`config.mk`:
```
export PLATFORM = sky130hd
export DESIGN_NAME = router_pkt_check
export DESIGN_NICKNAME = d
export VERILOG_FILES = /design/src/rtl/router_pkt_check.sv
export SDC_FILE = /design/constraint.sdc
export NUM_CORES = 1
export LEC_CHECK = 0
export CORE_MARGIN = 2
export CORE_UTILIZATION = 30
export CTS_BUF_LIST = sky130_fd_sc_hd__clkbuf_2 sky130_fd_sc_hd__clkbuf_4 sky130_fd_sc_hd__clkbuf_8
export CTS_CLUSTER_SIZE = 20
export DETAILED_ROUTE_END_ITERATION = 7
export SYNTH_ARGS = -nofsm -noshare
export SYNTH_HDL_FRONTEND = slang
export SYNTH_SLANG_ARGS = --single-unit
```
`constraint.sdc`:
```
create_clock -name clk -period 1.52 [get_ports clk]
set_input_delay 0.152 -clock clk [delete_from_list [all_inputs] [get_ports clk]]
set_output_delay 0.152 -clock clk [all_outputs]
set_load 0.01 [all_outputs]
```
`src/rtl/router_pkt_check.sv`:
```
// router_pkt_check
//   Packet datapath checker for a simple byte router. Forwards the header,
//   payload and parity bytes to the FIFO, buffers one byte while the FIFO is
//   full, accumulates a running XOR parity or modulo-2^DW sum, counts payload
//   bytes, and after the parity byte compares the result against the received
//   parity and the header length field.
//
// Ports
//   clk, resetn                : clock, async active-low reset
//   pkt_valid, data_in         : incoming byte stream (pkt_valid=0 -> parity byte)
//   fifo_full                  : FIFO cannot accept a byte this cycle
//   detect_add                 : start of packet, header on data_in
//   lfd_state/ld_state/laf_state/full_state : router FSM state flags
//   rst_int_reg                : clears low_pkt_valid
//   dout, dout_valid           : byte to FIFO and its write strobe
//   parity_done, low_pkt_valid : packet end status
//   err, err_code[1:0]         : sticky result, bit0 parity, bit1 length
//   pay_cnt                    : payload bytes counted, saturating
module router_pkt_check #(
    parameter int DW       = 8,
    parameter int PAR_MODE = 0
) (
    input  logic          clk,
    input  logic          resetn,
    input  logic          pkt_valid,
    input  logic [DW-1:0] data_in,
    input  logic          fifo_full,
    input  logic          detect_add,
    input  logic          ld_state,
    input  logic          lfd_state,
    input  logic          laf_state,
    input  logic          full_state,
    input  logic          rst_int_reg,
    output logic [DW-1:0] dout,
    output logic          dout_valid,
    output logic          parity_done,
    output logic          low_pkt_valid,
    output logic          err,
    output logic [1:0]    err_code,
    output logic [DW-3:0] pay_cnt
);

    localparam logic [DW-3:0] CNT_ONE = 1;
    localparam logic [DW-3:0] CNT_MAX = '1;

    logic [DW-1:0] hdr_q, hdr_d;
    logic [DW-1:0] hold_q, hold_d;
    logic          hold_valid_q, hold_valid_d;
    logic          hold_is_par_q, hold_is_par_d;
    logic [DW-1:0] acc_q, acc_d;
    logic [DW-1:0] par_q, par_d;
    logic          check_done_q, check_done_d;
    logic [DW-1:0] dout_q, dout_d;
    logic          dout_valid_q, dout_valid_d;
    logic          parity_done_q, parity_done_d;
    logic          low_pkt_valid_q, low_pkt_valid_d;
    logic          err_q, err_d;
    logic [1:0]    err_code_q, err_code_d;
    logic [DW-3:0] pay_cnt_q, pay_cnt_d;

    function automatic logic [DW-1:0] absorb(input logic [DW-1:0] a, input logic [DW-1:0] b);
        if (PAR_MODE == 1) return a + b;
        else               return a ^ b;
    endfunction

    function automatic logic [DW-3:0] cnt_inc(input logic [DW-3:0] c);
        return (c == CNT_MAX) ? c : c + CNT_ONE;
    endfunction

    always_comb begin
        hdr_d           = hdr_q;
        hold_d          = hold_q;
        hold_valid_d    = hold_valid_q;
        hold_is_par_d   = hold_is_par_q;
        acc_d           = acc_q;
        par_d           = par_q;
        check_done_d    = check_done_q;
        dout_d          = dout_q;
        dout_valid_d    = 1'b0;
        parity_done_d   = parity_done_q;
        low_pkt_valid_d = low_pkt_valid_q;
        err_d           = err_q;
        err_code_d      = err_code_q;
        pay_cnt_d       = pay_cnt_q;

        if (detect_add) begin
            // New packet: nothing else acts this cycle.
            if (pkt_valid) hdr_d = data_in;
            acc_d         = '0;
            pay_cnt_d     = '0;
            parity_done_d = 1'b0;
            err_d         = 1'b0;
            err_code_d    = '0;
            check_done_d  = 1'b0;
            hold_valid_d  = 1'b0;
        end else begin
            // FIFO write mux; every byte written is absorbed except parity
            // bytes and ld bytes blocked by full_state.
            if (lfd_state) begin
                dout_d       = hdr_q;
                dout_valid_d = 1'b1;
                acc_d        = absorb(acc_q, hdr_q);
            end else if (ld_state && !fifo_full) begin
                dout_d       = data_in;
                dout_valid_d = 1'b1;
                if (pkt_valid && !full_state) begin
                    acc_d     = absorb(acc_q, data_in);
                    pay_cnt_d = cnt_inc(pay_cnt_q);
                end
            end else if (laf_state && hold_valid_q) begin
                dout_d       = hold_q;
                dout_valid_d = 1'b1;
                hold_valid_d = 1'b0;
                if (!hold_is_par_q) begin
                    acc_d     = absorb(acc_q, hold_q);
                    pay_cnt_d = cnt_inc(pay_cnt_q);
                end
            end

            // FIFO full: park the byte until the laf drain.
            if (ld_state && fifo_full) begin
                hold_d        = data_in;
                hold_valid_d  = 1'b1;
                hold_is_par_d = !pkt_valid;
            end

            if (ld_state && !pkt_valid) begin
                par_d           = data_in;
                low_pkt_valid_d = 1'b1;
            end
            if (rst_int_reg) low_pkt_valid_d = 1'b0;

            // Second term covers a parity byte that was parked in the hold
            // register and only reaches the FIFO during laf.
            if ((ld_state && !fifo_full && !pkt_valid) ||
                (laf_state && low_pkt_valid_q && !parity_done_q))
                parity_done_d = 1'b1;

            // One-shot check, one cycle after parity_done rises, so the
            // accumulator and parity register are both settled.
            if (parity_done_q && !check_done_q) begin
                err_code_d[0] = (acc_q != par_q);
                err_code_d[1] = (pay_cnt_q != hdr_q[DW-1:2]);
                err_d         = |err_code_d;
                check_done_d  = 1'b1;
            end
        end
    end

    always_ff @(posedge clk or negedge resetn) begin
        if (!resetn) begin
            hdr_q           <= '0;
            hold_q          <= '0;
            hold_valid_q    <= 1'b0;
            hold_is_par_q   <= 1'b0;
            acc_q           <= '0;
            par_q           <= '0;
            check_done_q    <= 1'b0;
            dout_q          <= '0;
            dout_valid_q    <= 1'b0;
            parity_done_q   <= 1'b0;
            low_pkt_valid_q <= 1'b0;
            err_q           <= 1'b0;
            err_code_q      <= '0;
            pay_cnt_q       <= '0;
        end else begin
            hdr_q           <= hdr_d;
            hold_q          <= hold_d;
            hold_valid_q    <= hold_valid_d;
            hold_is_par_q   <= hold_is_par_d;
            acc_q           <= acc_d;
            par_q           <= par_d;
            check_done_q    <= check_done_d;
            dout_q          <= dout_d;
            dout_valid_q    <= dout_valid_d;
            parity_done_q   <= parity_done_d;
            low_pkt_valid_q <= low_pkt_valid_d;
            err_q           <= err_d;
            err_code_q      <= err_code_d;
            pay_cnt_q       <= pay_cnt_d;
        end
    end

    assign dout          = dout_q;
    assign dout_valid    = dout_valid_q;
    assign parity_done   = parity_done_q;
    assign low_pkt_valid = low_pkt_valid_q;
    assign err           = err_q;
    assign err_code      = err_code_q;
    assign pay_cnt       = pay_cnt_q;

endmodule

```
==> metrics list <==
- Outcome: finished, violations left
- Violated checks: setup timing
- Basic-gate share of the synthesized area counting and, or, nand and nor cells: 11.4%
* Top fanout value on the critical path: 8
* Number of placed instances, taps included: 405
- Top-level port count: 38
* Hold Fails Final Rpt: 0
- Sinks on Clock Net: 55
- For this run, asynchronously set or reset flops after synthesis account for 100%.
- Max Root-Sink Buffers: 2
* Endpoint of the worst-slack reg-to-reg timing path: acc_q[1]
- XOR/XNOR Fraction of Synth Area: 4.59%
- Mean post-synth cell area: 11.5 µm²
* End of the worst hold path: hold_valid_q
- Vias in the first global route: 2,102
- The repair_antennas step left the layout with diodes totalling 0.
- Deepest level of the CTS H-tree: 2
* Initial standard-cell utilization of the core: 30.8%
* Die extent in y: 98.4 µm
- First-pass iteration count of the detailed router: 4
- HPWL after detailed placement: 4440 µm
* Post-Synthesis Cells: 233
* Final setup fails: 11
- For this run, design rule violations remaining after detail routing come to 0.
- Headroom to the max-slew limit came out at 80.3%.
* Most common flop cell mapped by yosys: dfrtp_1
- Signal arrival time at the worst endpoint: 1.80 ns
- The count of buffers added on input and output ports is 37.
- The synthesized netlist devotes 9.60% of its cell area to compound gates.
* Flops & latches, synth: 55
* Portion of synthesized cell area occupied by the leading cell type: 51.5%
- Setup slack of the most critical reg-to-reg path: -0.07 ns
- Worst clock skew on the final layout: 0.00665 ns
* TritonCTS clock tree: built
* Vias/cell: 4.88
* Req. time, crit path: 1.73 ns
- Unrepaired setup endpoints after global routing: true
* Pin count of the biggest net entering global routing: 56
* Main combinational cell family by area after synthesis: multiplexers
- The final max-slew violation count was 0.
- Post-synthesis instance area: 0.00267 mm²
- The first global-routing pass estimated 10,400 µm of wire.
- The worst hold path belongs to the class primary input to flop.
- Derived from the worst setup path, the maximum achievable clock frequency is 629 MHz.
- The routed design has 6510 µm of wire.
* Cell type with the largest total area after synthesis: dfrtp_1
* Startpoint Class: flop
- Die Width: 98.4 µm
- CTS buffer count: 5
- By startpoint and endpoint, the worst setup path is classified as flop to flop.
- The Yosys step of the flow raised 0 warnings.
- In the finished design, the share of the clock period the worst path needs comes to 105%.
* Final worst slack: -0.0707 ns
* Final min period: 1.59 ns
* Aggregate global-route resource usage: 13.5%
- The core region is 0.00868 mm².
- Std cell rows: 34
- Residual antenna-violating net count after detailed routing: 0
* Depth of the worst register-to-register path: 5
- The critical path starts at hold_is_par_q.
* Initial antenna violation count: 0
- The worst hold path begins at fifo_full.
- Leaving out fill and tap cells, the most frequent cells in the layout are 50 x dfrtp_1, 39 x buf_4, 34 x clkdlybuf4s50_1.
* Via count: 2,068
* Critical path capture point type: flop
- Along the worst hold path, the cell count comes to 4.
- The netlist uses 33 different library cells.
- Commonest non-fill, non-tap cell in the layout: dfrtp_1
- At the later pin of the worst-skew pair, clock insertion delay measures 0.32 ns.
- WHS: 0.308 ns
* Leakage power: 1.61 nW
- Least-Margin Pin Slew: 0.292 ns
* Syn nets: 252
- In the final routed layout, each cell accounts on average for 15.4 µm.
- The congestion estimate from routability-driven global placement came to 0.753.
- Highest ir drop seen on vdd: 0.000404 V
* Count of nets after finishing: 334
- Iter 0 DRT Violations: 47
* Layout-stage area growth over the synthesis result: 47.2%
* Clock tree root driver cell: clkbuf_8
- For this run, the register share of the synthesized area comes to 51.5%.
- The total overflow left after global routing is 0.
- Floorplan die area: 0.00967 mm²
- Filler-free cell count of the finished design: 424
- Once layout is complete, the utilization of the core stands at 45.3%.
- The startpoint identified for the worst register-to-register timing path is hold_is_par_q.
- In the final layout, the share of cells above drive strength 1 is 41.1%.
* Top cells by area, synth: dfrtp_1 52%, mux2_2 17%, xnor2_1 3.6%
* Number of enable flip-flop cells after synthesis: 0
* Post-CTS clock slew at the launch and capture registers of the worst setup and hold paths: 0.11 ns
- Power density relative to cell area: 969 mW/mm²
* Mux contribution to synthesized area: 20.2%
* Synthesized-area fraction occupied by adder cells: 0.468%
- Max-cap violations in this run came to 0.
## registers in the layout, indices dropped and copies added, names as in the netlist
register	count
dout	8
hold_q	8
check_done_q	1
low_pkt_valid	1
err_code	2
hdr_q	8
acc_q	8
hold_is_par_q	1
dout_valid	1
pay_cnt	6
hold_valid_q	1
err	1
par_q	8
parity_done	1
## cells by family (layout without fill, tap and decap cells)
group / count (synthesis) / count (layout)
xor gates and xnor gates: 14 / 14
and+or+nand+nor: 59 / 59
buffers and inverters: 14 / 97
DFF: 55 / 55
muxes: 49 / 49
adders and majority gates: 1 / 1
AOI/OAI and AO/OA: 41 / 41
## how the worst max path moves through the flow
| stage | cells past startpoint | endpoint |
|---|---|---|
| after floorplan | 5 | pay_cnt[5] |
| after global placement | 5 | acc_q[6] |
| after detailed placement | 5 | acc_q[3] |
| after CTS | 5 | acc_q[4] |
| after global routing | 5 | acc_q[1] |
| final | 5 | acc_q[1] |
## routing by layer
layer | track usage [%] | vias up | wire length [µm]
met5 | 0 | - | 0
met1 | 18.6 | 1024 | 3030
met3 | 2.86 | 14 | 250
met4 | 4.64 | 0 | 146
met2 | 21.0 | 39 | 3080
li1 | - | 991 | -
## synthesized netlist by cell type, types with 3 or more instances
cell type / number
a21oi_1: 7
xor2_1: 3
inv_1: 4
mux2i_1: 9
buf_2: 4
dfrtp_1: 55
nand4_1: 3
nand3_1: 3
xnor2_1: 11
o21ai_0: 16
nor2b_1: 10
clkbuf_1: 4
mux2_2: 40
o31ai_1: 12
nor2_1: 15
nand2_1: 17
or4_1: 4
## metrics by stage
step                      setup slack, ns  instance area [µm²]  power, mW  setup TNS [ns]
after floorplan                   0.00660                 2690       2.33               0
after global placement             -0.573                 3430       2.74          -12.02
after detailed placement           -0.634                 3430       2.76          -12.75
after CTS                         -0.0917                 3620       3.67          -0.574
after global routing               -0.122                 3930       4.02           -1.15
final                             -0.0707                 3930       3.81          -0.453
## repair_timing
| item | 4_1_cts | 5_1_grt |
|---|---|---|
| gates cloned | 1 | 0 |
| setup endpoints to repair | 24 | 25 |
| gates resized for setup | 12 | 52 |
| setup buffers | 3 | 6 |
| hold endpoints to repair | 55 | 0 |
| hold buffers | 1 | 0 |
| pin swaps | 1 | 12 |
## area by class of cell
cell class | instances | area (µm²)
timing repair inverter | 1 | 7.51
fill | 813 | 4750
sequential | 55 | 1380
clock buffer | 5 | 68.8
timing repair buffer | 83 | 762
multi-input combinational | 164 | 1530
tap | 108 | 135
clock inverter | 3 | 27.5
inverter | 5 | 18.8
## worst max-delay path: stages (launching register included)
cell	delay [ns]
dfrtp_1	0.41
and3b_2	0.30
a211oi_4	0.08
buf_12	0.17
o31ai_2	0.21
mux2_4	0.32
## power breakdown
group / leakage, nW / switching (mW) / internal, mW
Sequential: 0.678 / 0.172 / 1.69
Combinational: 0.883 / 0.436 / 0.642
Clock: 0.0467 / 0.529 / 0.343
Total: 1.61 / 1.14 / 2.67
No activity file was read; power rests on OpenSTA's default activity.
